File: src/rtl/agc_pkg.sv
// Shared AGC types and helpers: FSM state encoding, counter sizing
// and the sample magnitude function reused by future RSSI logic.
package agc_pkg;

    typedef enum logic [1:0] {
        ST_SETTLE,
        ST_MEASURE,
        ST_REPORT
    } agc_state_e;

    localparam int MAG_W = 32;

    // Bits needed to hold 0..n inclusive, never narrower than one bit.
    function automatic int cnt_w(input int n);
        return (n < 1) ? 1 : $clog2(n + 1);
    endfunction

    function automatic logic [MAG_W-1:0] mag_abs(
        input logic signed [MAG_W-1:0] s
    );
        return s[MAG_W-1] ? MAG_W'(-s) : MAG_W'(s);
    endfunction

endpackage

File: src/rtl/agc_overload_det_if.sv
// Sample stream in, overload decision out, between the ADC/VGA chain,
// the agc gain-search FSM and the overload detector.
interface agc_overload_det_if #(
    parameter int DATA_W = 16
);

    logic signed [DATA_W-1:0] amplified_signal;
    logic                     sample_valid;
    logic                     gain_changed;
    logic        [DATA_W-1:0] threshold;
    logic                     overload;
    logic                     overload_valid;
    logic        [DATA_W-1:0] peak_out;
    logic                     busy;

    modport master (
        output amplified_signal,
        output sample_valid,
        output gain_changed,
        output threshold,
        input  overload,
        input  overload_valid,
        input  peak_out,
        input  busy
    );

    modport slave (
        input  amplified_signal,
        input  sample_valid,
        input  gain_changed,
        input  threshold,
        output overload,
        output overload_valid,
        output peak_out,
        output busy
    );

endinterface

File: src/rtl/agc_peak_tracker.sv
// Per-window magnitude peak and saturating threshold-hit accumulator.
module agc_peak_tracker
    import agc_pkg::*;
#(
    parameter int DATA_W   = 16,
    parameter int MIN_HITS = 2,
    parameter int HW       = cnt_w(MIN_HITS)
) (
    input  logic                     clk,
    input  logic                     rst_n,
    input  logic                     clr,
    input  logic                     en,
    input  logic signed [DATA_W-1:0] sample,
    input  logic        [DATA_W-1:0] thr,
    output logic        [DATA_W-1:0] peak,
    output logic        [HW-1:0]     hits
);

    localparam logic [HW-1:0] HIT_MAX = HW'(MIN_HITS);

    logic [DATA_W-1:0] mag;
    logic              hit;
    logic [DATA_W-1:0] peak_d, peak_q;
    logic [HW-1:0]     hits_d, hits_q;

    // The most negative sample maps to 2^(DATA_W-1), still DATA_W bits.
    assign mag = DATA_W'(mag_abs(MAG_W'(sample)));
    assign hit = (mag >= thr);

    always_comb begin
        peak_d = peak_q;
        hits_d = hits_q;
        if (clr) begin
            peak_d = '0;
            hits_d = '0;
        end else if (en) begin
            if (mag > peak_q) begin
                peak_d = mag;
            end
            if (hit && (hits_q != HIT_MAX)) begin
                hits_d = hits_q + HW'(1);
            end
        end
    end

    always_ff @(posedge clk or negedge rst_n) begin
        if (!rst_n) begin
            peak_q <= '0;
            hits_q <= '0;
        end else begin
            peak_q <= peak_d;
            hits_q <= hits_d;
        end
    end

    assign peak = peak_q;
    assign hits = hits_q;

endmodule

File: src/rtl/agc_overload_det.sv
// AGC overload detector: settle after each gain change, then report
// per-window overload and peak magnitude to the agc gain-search FSM.
module agc_overload_det
    import agc_pkg::*;
#(
    parameter int DATA_W   = 16,
    parameter int WINDOW   = 64,
    parameter int SETTLE   = 16,
    parameter int MIN_HITS = 2
) (
    input  logic                clk,
    input  logic                RESETn,
    agc_overload_det_if.slave   bus
);

    localparam int CW = cnt_w(WINDOW);
    localparam int SW = cnt_w(SETTLE);
    localparam int HW = cnt_w(MIN_HITS);

    localparam logic [CW-1:0] WIN_LAST = CW'(WINDOW - 1);
    localparam logic [SW-1:0] SET_LAST = SW'((SETTLE > 0) ? SETTLE - 1 : 0);
    localparam logic [HW-1:0] HIT_MAX  = HW'(MIN_HITS);

    agc_state_e        state_d, state_q;
    logic [CW-1:0]     sample_cnt_d, sample_cnt_q;
    logic [SW-1:0]     settle_cnt_d, settle_cnt_q;
    logic [DATA_W-1:0] thr_d, thr_q;
    logic              overload_d, overload_q;
    logic              ov_valid_d, ov_valid_q;
    logic [DATA_W-1:0] peak_out_d, peak_out_q;

    logic              trk_clr;
    logic              trk_en;
    logic              start;
    logic [DATA_W-1:0] trk_peak;
    logic [HW-1:0]     trk_hits;

    agc_peak_tracker #(
        .DATA_W   (DATA_W),
        .MIN_HITS (MIN_HITS),
        .HW       (HW)
    ) u_trk (
        .clk    (clk),
        .rst_n  (RESETn),
        .clr    (trk_clr),
        .en     (trk_en),
        .sample (bus.amplified_signal),
        .thr    (thr_q),
        .peak   (trk_peak),
        .hits   (trk_hits)
    );

    always_comb begin
        state_d      = state_q;
        sample_cnt_d = sample_cnt_q;
        settle_cnt_d = settle_cnt_q;
        thr_d        = thr_q;
        overload_d   = overload_q;
        ov_valid_d   = 1'b0;
        peak_out_d   = peak_out_q;
        trk_clr      = 1'b0;
        trk_en       = 1'b0;
        start        = 1'b0;

        // A gain change aborts whatever is in flight, including a report.
        if (bus.gain_changed) begin
            state_d      = ST_SETTLE;
            settle_cnt_d = '0;
            sample_cnt_d = '0;
            trk_clr      = 1'b1;
        end else begin
            unique case (state_q)
                ST_SETTLE: begin
                    if (SETTLE == 0) begin
                        start = 1'b1;
                    end else if (bus.sample_valid) begin
                        if (settle_cnt_q == SET_LAST) begin
                            start = 1'b1;
                        end else begin
                            settle_cnt_d = settle_cnt_q + SW'(1);
                        end
                    end
                end
                ST_MEASURE: begin
                    if (bus.sample_valid) begin
                        trk_en = 1'b1;
                        if (sample_cnt_q == WIN_LAST) begin
                            state_d      = ST_REPORT;
                            sample_cnt_d = '0;
                        end else begin
                            sample_cnt_d = sample_cnt_q + CW'(1);
                        end
                    end
                end
                ST_REPORT: begin
                    overload_d = (trk_hits == HIT_MAX);
                    peak_out_d = trk_peak;
                    ov_valid_d = 1'b1;
                    start      = 1'b1;
                end
                default: begin
                    state_d = ST_SETTLE;
                end
            endcase
        end

        // Window start: fresh threshold, cleared counters and accumulators.
        if (start) begin
            state_d      = ST_MEASURE;
            settle_cnt_d = '0;
            sample_cnt_d = '0;
            thr_d        = bus.threshold;
            trk_clr      = 1'b1;
        end
    end

    always_ff @(posedge clk or negedge RESETn) begin
        if (!RESETn) begin
            state_q      <= ST_SETTLE;
            sample_cnt_q <= '0;
            settle_cnt_q <= '0;
            thr_q        <= '0;
            overload_q   <= 1'b0;
            ov_valid_q   <= 1'b0;
            peak_out_q   <= '0;
        end else begin
            state_q      <= state_d;
            sample_cnt_q <= sample_cnt_d;
            settle_cnt_q <= settle_cnt_d;
            thr_q        <= thr_d;
            overload_q   <= overload_d;
            ov_valid_q   <= ov_valid_d;
            peak_out_q   <= peak_out_d;
        end
    end

    assign bus.overload       = overload_q;
    assign bus.overload_valid = ov_valid_q;
    assign bus.peak_out       = peak_out_q;
    assign bus.busy           = (state_q == ST_SETTLE);

endmodule
File: src/flat_wrapper.sv
// flat-port wrapper written by rule: the top's interface ports become plain ports
module agc_overload_det_flat import agc_pkg::*;
#(
    parameter int DATA_W   = 16,
    parameter int WINDOW   = 64,
    parameter int SETTLE   = 16,
    parameter int MIN_HITS = 2
)
  (clk, RESETn, bus_amplified_signal, bus_sample_valid, bus_gain_changed, bus_threshold, bus_overload, bus_overload_valid, bus_peak_out, bus_busy);
  agc_overload_det_if #(.DATA_W(DATA_W)) bus_i ();
  input  logic clk;
  input  logic RESETn;
  input wire logic [$bits(bus_i.amplified_signal)-1:0] bus_amplified_signal;
  input wire logic [$bits(bus_i.sample_valid)-1:0] bus_sample_valid;
  input wire logic [$bits(bus_i.gain_changed)-1:0] bus_gain_changed;
  input wire logic [$bits(bus_i.threshold)-1:0] bus_threshold;
  output wire logic [$bits(bus_i.overload)-1:0] bus_overload;
  output wire logic [$bits(bus_i.overload_valid)-1:0] bus_overload_valid;
  output wire logic [$bits(bus_i.peak_out)-1:0] bus_peak_out;
  output wire logic [$bits(bus_i.busy)-1:0] bus_busy;
  assign bus_i.amplified_signal = bus_amplified_signal;
  assign bus_i.sample_valid = bus_sample_valid;
  assign bus_i.gain_changed = bus_gain_changed;
  assign bus_i.threshold = bus_threshold;
  assign bus_overload = bus_i.overload;
  assign bus_overload_valid = bus_i.overload_valid;
  assign bus_peak_out = bus_i.peak_out;
  assign bus_busy = bus_i.busy;
  agc_overload_det #(.DATA_W(DATA_W), .WINDOW(WINDOW), .SETTLE(SETTLE), .MIN_HITS(MIN_HITS)) u_core (.clk(clk), .RESETn(RESETn), .bus(bus_i));
endmodule
File: config.mk
export PLATFORM = sky130hd
export DESIGN_NAME = agc_overload_det_flat
export DESIGN_NICKNAME = d
export VERILOG_FILES = /design/src/rtl/agc_pkg.sv /design/src/rtl/agc_overload_det_if.sv /design/src/rtl/agc_peak_tracker.sv /design/src/rtl/agc_overload_det.sv /design/src/flat_wrapper.sv
export SDC_FILE = /design/constraint.sdc
export NUM_CORES = 1
export LEC_CHECK = 0
export CAP_MARGIN = 10
export CORE_MARGIN = 1
export CORE_UTILIZATION = 35
export CTS_CLUSTER_SIZE = 40
export DETAILED_ROUTE_END_ITERATION = 10
export PLACE_DENSITY = 0.58
export SYNTH_ARGS = -nofsm -noshare
export SYNTH_HDL_FRONTEND = slang
export SYNTH_HIERARCHICAL = 1
export SYNTH_SLANG_ARGS = --single-unit
File: constraint.sdc
create_clock -name clk -period 3.3 [get_ports clk]
set_clock_uncertainty 0.05 [all_clocks]
set_input_delay 0.66 -clock clk [delete_from_list [all_inputs] [get_ports clk]]
set_output_delay 0.66 -clock clk [all_outputs]
set_load 0.005 [all_outputs]
== Yosys cells after proc, flatten, opt, wreduce, memory -nomap -nowiden ==
Index checks and enable logic that the tools add are counted.
Operators by class
  multiplexer cells: 33
  magnitude comparators: 2
  add/sub/neg operators: 4
  reduce and logical (&&, ||, !) cells: 15
  bitwise gates (word level): 1
  eq/ne operators: 10
Operators with widths (number)
  two-way mux 16 bit: 4
  two-way mux 7 bit: 5
  two-way mux 5 bit: 5
  >= comparator 16 bit: 1
  greater-than comparator 16 bit: 1
  negator 16 bit: 1
  two-way mux 2 bit: 7
  two-way mux 1 bit: 10
  nonzero test 3 bit: 3
  AND reduction 2 bit: 4
  adder 7 x 1 -> 7 bit, second input constant: 1
  == test 7 x 6 -> 1 bit, second input constant: 1
  AND reduction 3 bit: 2
  nonzero test 2 bit: 3
  adder 5 x 1 -> 5 bit, second input constant: 1
  == test 5 x 4 -> 1 bit, second input constant: 1
  == test 2 bit, second input constant: 2
  != test 4 x 2 -> 1 bit, second input constant: 1
  != test 4 x 3 -> 1 bit, second input constant: 1
  one-hot mux 2 bit (2 select lines): 1
  != test 3 x 1 -> 1 bit, second input constant: 1
  != test 3 x 2 -> 1 bit, second input constant: 1
  adder 2 x 1 -> 2 bit, second input constant: 1
  == test 2 x 1 -> 1 bit, second input constant: 1
  6 further kinds: 6
Word-level totals
  word-level logic and storage cells: 74
  bits in registers: 66
  input port bits: 36
  output and inout port bits: 19

== Depth between registers and ports, before layout ==
Gate-level depths: netlist of the first run.
  word-level depth: 8
  mapped depth: 14
  mapped depth without buffers: 12

== Modules after synthesis ==
The synthesis of the first run kept the hierarchy.
By module, submodules not included
  agc_overload_det: area an instance 2042.0 um2, times used 1, cells each 149
  agc_peak_tracker: area an instance 1975.6 um2, times used 1, cells each 240

== Worst setup path after synthesis of the first run ==
Ideal clock, no wire load.
  kind: input port to flip-flop
  start: in bus_amplified_signal[0]
  end: reg u_core.u_trk.peak_q[10], in the netlist u_core/u_trk/peak[10]
  library setup time: 79 ps
  stages on the path: 14
  arrival time: 4092 ps
  setup slack: -922 ps
  buffers on the path: 2
  cells stage by stage: inv_1 -> ha_1 -> or3b_2 -> clkbuf_1 -> or3_1 -> o31a_1 -> or2_1 -> ha_1 -> nand4_1 -> or4_1 -> a21o_1 -> a31oi_4 -> buf_12 -> mux2i_1
Between the ends
  longest elaborated chain between the ends: 5
RTL lines
  start: declaration: line flat_wrapper.sv:13  | input wire logic [$bits(bus_i.amplified_signal)-1:0] bus_amplified_signal;
  negator 16 bit: line agc_pkg.sv:21  | return s[MAG_W-1] ? MAG_W'(-s) : MAG_W'(s);
  two-way mux 16 bit (*): line agc_pkg.sv:21
  greater-than comparator 16 bit or two-way mux 16 bit (tied branches): line agc_peak_tracker.sv:37  | if (mag > peak_q) begin
  nonzero test 2 bit (no line) or two-way mux 16 bit (tied branches)
  AND reduction 2 bit (no line) or two-way mux 16 bit (tied branches)
  end signal: assignment: line agc_peak_tracker.sv:51  | peak_q <= peak_d;
  end: declaration: line agc_peak_tracker.sv:23  | logic [DATA_W-1:0] peak_d, peak_q;
Every way passes the cells marked *; elsewhere a longest branch is shown, timed or not. The select of a mux whose other input is x is not followed.
A chain may end at the register's enable or synchronous reset.

== Worst setup path in the final report of the first run ==
  start: in bus_amplified_signal[5]
  end: reg u_core.u_trk.peak_q[1], in the netlist u_core/u_trk/peak[1]
Between the ends
  longest elaborated chain between the ends: 5
RTL lines (line)
  negator 16 bit: agc_pkg.sv:21
  two-way mux 16 bit (*): agc_pkg.sv:21
  greater-than comparator 16 bit (*): agc_peak_tracker.sv:37
  nonzero test 2 bit (no line) (*)
  AND reduction 2 bit (no line) (*)
Every way passes the cells marked *; elsewhere a longest branch is shown, timed or not.

==> impl_results.md, run 1 <==
- Global-route wire length before repair: between 15,000 and 20,000 µm
- GP Congestion: 0.836
- CTS tree: built
- CP Launch Type: input pin
- Clock insertion delay at the later pin of the skew report: 0.34 ns
- Pin count of the biggest net entering global routing: 67
- Final WL: 9340 µm
- Port bufs: 54
- Syn Nets: 462
- Synth top area share: 41.1%
- Syn. warnings: 6
- Drt first pass iters: 4
- Max VDD drop: 243 µV
- Core Util, Final: between 40% and 50%
- Mean Syn Cell Area: between 10 and 15 µm²
- Root Driver: clkbuf_16
- Fraction of layout cells with a size suffix above 1: around a quarter
- DIE AREA: 11,900 µm²
- CTS Buffer Depth: 2
- Headroom to the max-slew limit: 37.7%
- P&R area growth vs syn: 34.4%
- H-tree depth: 3
- P_leak: 2.41 nW
- I/O pins: 55
- Diodes inserted: 0
- Via count: 3,114
- Synthesized flop and latch total: 66
- Fin cells: 630
- Initial Util: around 36%
- Row count: 38
- CTS Buf Count: 9
- Top achievable clock speed: 273 MHz
- Max-Cap Viols: 0
- Core Region: 11,000 µm²
- Largest fanout on the critical path: 8
- Post-synth top cells: dfrtp_1 (66), nand2_1 (47), inv_1 (39), ha_1 (37), mux2_2 (25)
- FFs w/ async S/R, synth: 100%
- RSZ-0062 raised after global routing: yes
- CTS Hold Bufs: 0
- TNS Setup: -5.64 ns
- DP Cell Count: approximately 600
- GRT overflow: 0
- Final number of setup-violating endpoints: 18
- Vias in the first global route: 3,223
- HP Class: in -> async
- Wire per inst: approximately 15 µm
- Synth area leader: dfrtp_1
- Final hold vios: 0
- Final period utilization: 111%
- Worst-path clk slew: 0.05 ns
- Critical path endpoint category: register
- Worst Path Arrival: between 3 and 4 ns
- Drt initial violations: 67
- Cells after Synth: approximately 390
- Worst EP required: approximately 3.5 ns
- DPL Wire Length: roughly 7000 µm
- Pwr Total: 2.07 mW
- Minimum clock period: 3.67 ns
- # DRC: 0
- Synthesized area: 4020 µm²
- Most used DFF post-synth: dfrtp_1
- EDFF count, synth: 0
- Slew Limit Fails: 0
- Failing checks: negative setup slack
- Antenna viol nets, final: 0
- Total GRT Usage: between 10% and 20%
- Setup WS post-layout: -0.367 ns
- Most numerous cell in the Yosys netlist: dfrtp_1
- Sequential share of the synthesized area: 41.1%
- Kind of critical path: in -> reg
- Die H: 109 µm
- Distinct cells, synth: 50
- Sink Count: 66
- Die width: 109 µm
- Worst Tran Pin Value: 0.934 ns
- Nets: approximately 560
- Status: finished, violations left
- Antenna violations before repair: 0
- Top post-synthesis cells by area: dfrtp_1 (41%), ha_1 (12%), mux2_2 (7.0%)
- Vias per cell: 4.94
- Pwr dens: 384 nW/µm²
## worst max-delay path, cell delays in order
cell and delay [ns]:
buf_6 0.09, or4_4 0.54, or3_4 0.39, o31a_1 0.30, or2_4 0.27, ha_4 0.27
nand4_1 0.10, or4_4 0.43, a21o_1 0.19, a31oi_4 0.22, buf_12 0.18, mux2i_1 0.22
## through the flow
stage	setup slack, ns	area [µm²]	hold WS [ns]
after floorplan	-0.698	4060	0.314
after global placement	-1.00	4990	0.442
after detailed placement	-1.10	4990	0.443
after CTS	-0.415	5380	0.458
after global routing	-0.457	5400	0.474
final	-0.367	5400	0.451
## per-layer routing
layer / vias to the layer above / track usage, % / wire (µm)
li1: 1560 / - / -
met1: 1488 / 23.2 / 4500
met2: 56 / 28.2 / 4330
met3: 10 / 5.20 / 406
met4: 0 / 5.02 / 92
met5: - / 0 / 0
## sequential cells by signal (all words and copies together), names as in the netlist
name,flops
u_core/bus.peak_out,16
u_core/u_trk/hits,2
u_core/settle_cnt_q,5
u_core/state_q,2
u_core/bus.overload_valid,1
u_core/bus.overload,1
u_core/thr_q,16
u_core/sample_cnt_q,7
u_core/u_trk/peak,16
## layout make-up
type	instances	area, µm²
fillers	1040	5630
clock buffers	15	298
clock inverters	1	5.00
multi-input cells	269	2230
well taps	140	175
flip-flops and latches	66	1650
inverters	39	151
repair buffers	100	892
## cells by family (layout without fill, tap and decap cells)
logic type | after synthesis | after routing | synth area share [%]
AO/OA/AOI/OAI | 57 | 57 | 9.81
XOR/XNOR | 16 | 16 | 3.49
adder cells (fa/ha/maj) | 37 | 37 | 11.5
buffers and inverters | 54 | 155 | 6.14
flip-flops | 66 | 66 | 41.1
multiplexers | 51 | 51 | 14.6
AND/OR/NAND/NOR | 108 | 108 | 13.3
## final timing paths
kind,to,cells after the start,slack [ns],from
min in group clk,u_core/thr_q[8],1,0.45,u_core/thr_q[8]
worst min-delay path,u_core/bus.peak_out[2],2,0.45,RESETn
worst max-delay path,u_core/u_trk/peak[1],12,-0.37,bus_amplified_signal[5]
worst max register to register,u_core/thr_q[15],6,0.80,u_core/settle_cnt_q[0]
worst min register to register,u_core/thr_q[8],1,0.45,u_core/thr_q[8]
max in group asynchronous,u_core/thr_q[5],2,2.17,RESETn
## power by group
group | total [mW] | internal [mW] | switching (mW)
Clock | 0.942 | 0.609 | 0.333
Combinational | 0.306 | 0.157 | 0.149
Sequential | 0.826 | 0.819 | 0.00722
Total | 2.07 | 1.59 | 0.489
## repair_timing
| action | in CTS | in global routing |
|---|---|---|
| hold endpoints to repair | 0 | 0 |
| pin swaps | 10 | 7 |
| buffers inserted | 2 | 0 |
| endpoints found under the setup margin | 18 | 18 |
| cloned | 1 | 0 |
| resized for setup | 39 | 10 |
## cells in the final DEF (no fill, tap or decap), types with 3 or more instances in the layout
| cell type | instances |
|---|---|
| mux2i_1 | 16 |
| ha_4 | 3 |
| ha_1 | 34 |
| a211oi_1 | 3 |
| clkbuf_2 | 3 |
| nand2_1 | 47 |
| or3_1 | 6 |
| dfrtp_1 | 66 |
| mux2_4 | 11 |
| nand4_1 | 5 |
| clkbuf_16 | 10 |
| o21ai_0 | 11 |
| xnor2_1 | 14 |
| a21o_1 | 3 |
| a21oi_1 | 13 |
| or4_4 | 4 |
| clkbuf_8 | 5 |
| clkdlybuf4s50_1 | 43 |
| inv_1 | 37 |
| o31ai_1 | 4 |
| buf_4 | 44 |
| mux2_2 | 23 |
| nor2_1 | 18 |
| o21a_1 | 3 |
| o41ai_1 | 4 |
| nand3_1 | 4 |
| nor2b_1 | 5 |
| buf_6 | 3 |
Note: power is estimated with default switching activity, not from simulation.
==> inputs of run 2 (changes only) <==
--- a/config.mk
+++ b/config.mk
@@ -6,7 +6,6 @@
 export NUM_CORES = 1
 export LEC_CHECK = 0
 export CAP_MARGIN = 10
-export CORE_MARGIN = 1
 export CORE_UTILIZATION = 35
 export CTS_CLUSTER_SIZE = 40
 export DETAILED_ROUTE_END_ITERATION = 10
==> results of run 2 <==
Same layout as run 1: the final DEF is identical, and so are final timing and power.
==> inputs of run 3 (changes only) <==
--- a/config.mk
+++ b/config.mk
@@ -6,6 +6,7 @@
 export NUM_CORES = 1
 export LEC_CHECK = 0
 export CAP_MARGIN = 10
+export CORE_MARGIN = 2
 export CORE_UTILIZATION = 35
 export CTS_CLUSTER_SIZE = 40
 export DETAILED_ROUTE_END_ITERATION = 10
==> constraint.sdc (replaced) <==
create_clock -name clk -period 4.3 [get_ports clk]
set_clock_uncertainty 0.05 [all_clocks]
set_input_delay 0.86 -clock clk [delete_from_list [all_inputs] [get_ports clk]]
set_output_delay 0.86 -clock clk [all_outputs]
set_load 0.005 [all_outputs]
==> run 3 against run 2 <==
The run now ends clean. First-iteration DRC count up 85%. Critical path depth up 2. Register-to-register slack better by 0.97 ns. Via count down 0.90%. Clock power down 15%. Utilization down 1.7 points. Total power down 20%. Cell count down 0.95%. Sequential cell count unchanged. Count of clock-buffer cells in the layout down 3. Critical path type unchanged. Critical endpoint is now u_core/u_trk/peak[5]. Largest cell class unchanged. Highest routed layer unchanged.
==> impl_results.md, run 3 (synthesized netlist as in run 1, its figures left out) <==
- Die width: 111 µm
- Initial Util: 35.5%
- Antenna violations before repair: 0
- RSZ-0062 raised after global routing: no
- # DRC: 0
- DIE AREA: ~12,000 µm²
- GP Congestion: about 0.85
- Most frequent cells in the layout: dfrtp_1 (66), nand2_1 (47), clkdlybuf4s50_1 (46)
- Vias in the first global route: 3,170
- Antenna viol nets, final: 0
- Final number of setup-violating endpoints: 0
- Nets: 549
- Kind of critical path: in -> reg
- Port bufs: 54
- Drt first pass iters: 4
- Final hold vios: 0
- CP Launch Type: input pin
- Worst Path Arrival: 4.37 ns
- Total GRT Usage: roughly 16%
- Max VDD drop: 152 µV
- GRT overflow: 0
- Fin cells: 624
- P&R area growth vs syn: 33.3%
- CTS tree: built
- P_leak: 2.38 nW
- Final period utilization: 97.0%
- Clock insertion delay at the later pin of the skew report: 0.33 ns
- Core Region: 11,300 µm²
- Wire per inst: 15.0 µm
- Worst EP required: 4.50 ns
- Hold endpoint: u_core/bus.peak_out[8]
- Final WL: 9370 µm
- Diodes inserted: 0
- Drt initial violations: 124
- Sink Count: 66
- Headroom to the max-slew limit: 37.4%
- DP Cell Count: 604
- Root Driver: clkbuf_16
- HP Start: u_core/bus.peak_out[8]
- CTS Buf Count: 9
- Status: finished clean
- TNS Setup: 0 ns
- HP Class: reg -> reg
- H-tree depth: 3
- Vias per cell: 4.95
- Pin count of the biggest net entering global routing: 38
- I/O pins: 55
- Critical path endpoint category: register
- Top achievable clock speed: 240 MHz
- R2R setup slack: 1.77 ns
- Worst hold path stage count: 1
- Worst R2R Start: u_core/settle_cnt_q[0]
- Largest fanout on the critical path: 5
- Commonest non-fill, non-tap cell in the layout: dfrtp_1
- Fraction of layout cells with a size suffix above 1: 22.0%
- Global-route wire length before repair: roughly 15,000 µm
- CTS Hold Bufs: 0
- DPL Wire Length: 7140 µm
- R2r endpoint: u_core/thr_q[15]
- Worst Reg-to-Reg Cells: 6
- Via count: 3,086
- Pwr dens: between 300 and 400 nW/µm²
- CTS Buffer Depth: 2
- Worst Tran Pin Value: 0.939 ns
- Worst-path clk slew: about 0.050 ns
- Max-Cap Viols: 0
- Row count: 39
- Slew Limit Fails: 0
- Die H: 111 µm
- Minimum clock period: 4.17 ns
-- run 3: cell count changes in the layout (fill, tap and decap cells not counted), moves of 3 or more --
cell / before / now
buf_4: 44 / 34
clkbuf_2: 3 / 0
clkbuf_8: 5 / 2
clkdlybuf4s50_1: 43 / 46
dlygate4sd2_1: 2 / 5
o41ai_1: 4 / 1
o41ai_2: 2 / 5
-- run 3: routing by layer --
metal  vias to the layer above  global-route usage, %  share of wire (%)
met4                         0                   5.35                1.7
met5                         -                      0                  0
met3                        10                   4.10                3.2
met2                        49                   25.6                 47
li1                       1539                      -                  -
met1                      1488                   20.9                 48
-- run 3: layout make-up --
class,instances,area (µm²)
flip-flops and latches,66,1650
clock inverters,4,73.8
inverters,39,146
multi-input cells,269,2200
fillers,1081,5970
repair buffers,91,848
clock buffers,12,256
well taps,143,179
-- run 3: worst max-delay path, cell delays in order --
cell and delay, ns:
dlygate4sd2_1 0.24, inv_1 0.08, ha_2 0.17, or3b_4 0.38, or3_4 0.34, o31a_1 0.25
or2_4 0.27, ha_4 0.27, nand4_1 0.09, or4_4 0.55, a21o_1 0.19, a31oi_4 0.31
buf_12 0.17, mux2i_1 0.21
-- run 3: metrics by stage --
step | total power [mW] | util (%) | hold WS (ns) | area (µm²) | setup slack, ns
3_5_place_dp | 0.861 | 43.3 | 0.448 | 4900 | -0.353
6_report | 1.66 | 47.3 | 0.455 | 5350 | 0.127
2_1_floorplan | 0.752 | - | 0.426 | 4020 | 0.0277
4_1_cts | 1.67 | 46.8 | 0.459 | 5300 | 0.0263
3_3_place_gp | 0.854 | 43.3 | 0.442 | 4900 | -0.245
5_1_grt | 1.74 | 47.3 | 0.470 | 5350 | 0.0199
-- run 3: timing repair --
item	CTS	global route
resized for setup	13	10
setup endpoints to repair	2	16
pin swaps	8	3
setup buffers	2	1
gates cloned	1	0
-- run 3: power by group --
group | switching, mW | leakage [nW] | internal, mW
clock network | 0.264 | 0.163 | 0.539
registers | 0.00565 | 0.913 | 0.628
logic | 0.112 | 1.31 | 0.110
-- run 3: worst max-delay path by stage --
stage	start	end	slack, ns	cells past startpoint
6_report	bus_amplified_signal[0]	u_core/u_trk/peak[5]	0.13	14
2_1_floorplan	bus_amplified_signal[0]	u_core/u_trk/peak[15]	0.03	14
3_3_place_gp	bus_amplified_signal[1]	u_core/u_trk/peak[13]	-0.25	14
4_1_cts	bus_amplified_signal[2]	u_core/u_trk/peak[5]	0.03	11
3_5_place_dp	bus_amplified_signal[1]	u_core/u_trk/peak[1]	-0.35	14
5_1_grt	bus_amplified_signal[12]	u_core/u_trk/peak[5]	0.02	11
==> RTL edit, RTL diff (flow settings as in run 2) <==
Reset style: synchronous (`RESETn` and `rst_n`), changed in 2 clocked blocks.
--- a/src/rtl/agc_peak_tracker.sv
+++ b/src/rtl/agc_peak_tracker.sv
@@ -45,3 +45,3 @@
 
-    always_ff @(posedge clk or negedge rst_n) begin
+    always_ff @(posedge clk) begin
         if (!rst_n) begin
--- a/src/rtl/agc_overload_det.sv
+++ b/src/rtl/agc_overload_det.sv
@@ -116,3 +116,3 @@
 
-    always_ff @(posedge clk or negedge RESETn) begin
+    always_ff @(posedge clk) begin
         if (!RESETn) begin
Formal check against the unedited RTL: same outputs for any inputs over 10 cycles, from zero or initial values and one cycle with RESETn low; that may be too few to reach the edited logic, so the function may still have changed.
==> RTL edit against run 2 <==
The run still ends with setup timing left. Routed wire length rose by 3.3%. Setup slack improved by 0.31 ns. Maximum frequency rose by 9.1%. Power fell by 3.8%. Combinational power rose by 4%. Area after synthesis fell by 1.5%. Hold slack got worse by 0.045 ns. Final area barely moved. Critical path type unchanged. Sequential cell count did not move. Sequential power fell by 3.1%.
==> RTL edit: results <==
{
  "syn-num-nets": 542,
  "min_path_type": "reg2reg",
  "p_leak_nw": 2.028,
  "setup-violations-final": 16,
  "viasPerCell": 4.968,
  "max-slew-margin-rel_pct": 59.07,
  "synth_cells": 469,
  "hold_ws_ns": 0.4059,
  "p_seq_mw": 0.800,
  "first_iter_violations": 120,
  "routed_wl_microns": 9650,
  "grtUsageTotal_pct": 17.76,
  "violations": "setup timing",
  "ys_async_sr_fraction_pct": 0,
  "post-place-ws_ns": -0.5543,
  "r2r_setup_slack_ns": 1.02,
  "grt_max_degree": 37,
  "fillers": 1044,
  "pg_comb_mw": 0.318,
  "grtUsageMet2_pct": 28.34,
  "p_total_mw": 1.995,
  "cp_slowest_cell": "a2111o_1",
  "grt_use_met3_pct": 3.195,
  "setup_slack_ns": -0.06200,
  "routabilityCongestion": 0.8052,
  "ys_types": 55,
  "outcome": "finished, violations left"
}
## RTL edit: changes by cell type after synthesis, sizes merged, moves of 4 or more
| cell | delta |
|---|---|
| a21oi | +5 |
| dfxtp | +66 |
| nand3 | +15 |
| clkbuf | +7 |
| nor2 | -6 |
| mux2 | -34 |
| o21ai | +18 |
| dfrtp | -66 |
| a21boi | +33 |
| nand2b | +4 |
| nand2 | +36 |
## RTL edit: kinds of logic after synthesis
family	Yosys count	share of synthesized area (%)
AO/OA/AOI/OAI	112	20.58
XOR/XNOR	15	3.319
adder cells (fa/ha/maj)	37	11.69
buffers and inverters	60	6.479
flip-flops	66	33.38
multiplexers	18	4.551
AND/OR/NAND/NOR	161	20.01
## RTL edit: repair_timing
| item | 4_1_cts | 5_1_grt |
|---|---|---|
| endpoints found under the hold margin | 0 | 0 |
| resized for setup | 36 | 20 |
| buffers inserted | 10 | 2 |
| endpoints found under the setup margin | 18 | 18 |
| pin swaps | 22 | 15 |
| hold buffers | 0 | 0 |
| cloned | 2 | 0 |
## RTL edit: worst max-delay path: cells and delay by family
family / cells / cell delay, ns
AOI/OAI and AO/OA: 3 / 1.07
xor gates and xnor gates: 1 / 0.13
and+or+nand+nor: 2 / 0.60
buffers and inverters: 3 / 0.55
adders and majority gates: 1 / 0.33
muxes: 1 / 0.21
## RTL edit: final cells by class
| type | count | area [sq um] | share of cell area [%] |
|---|---|---|---|
| clock inverter | 3 | 15.01 | 0.2777 |
| multi-input combinational | 344 | 2524 | 46.68 |
| timing repair buffer | 109 | 979.7 | 18.12 |
| sequential | 66 | 1321 | 24.44 |
| inverter | 36 | 135.1 | 2.499 |
| tap | 140 | 175.2 | 3.240 |
| clock buffer | 12 | 256.5 | 4.744 |
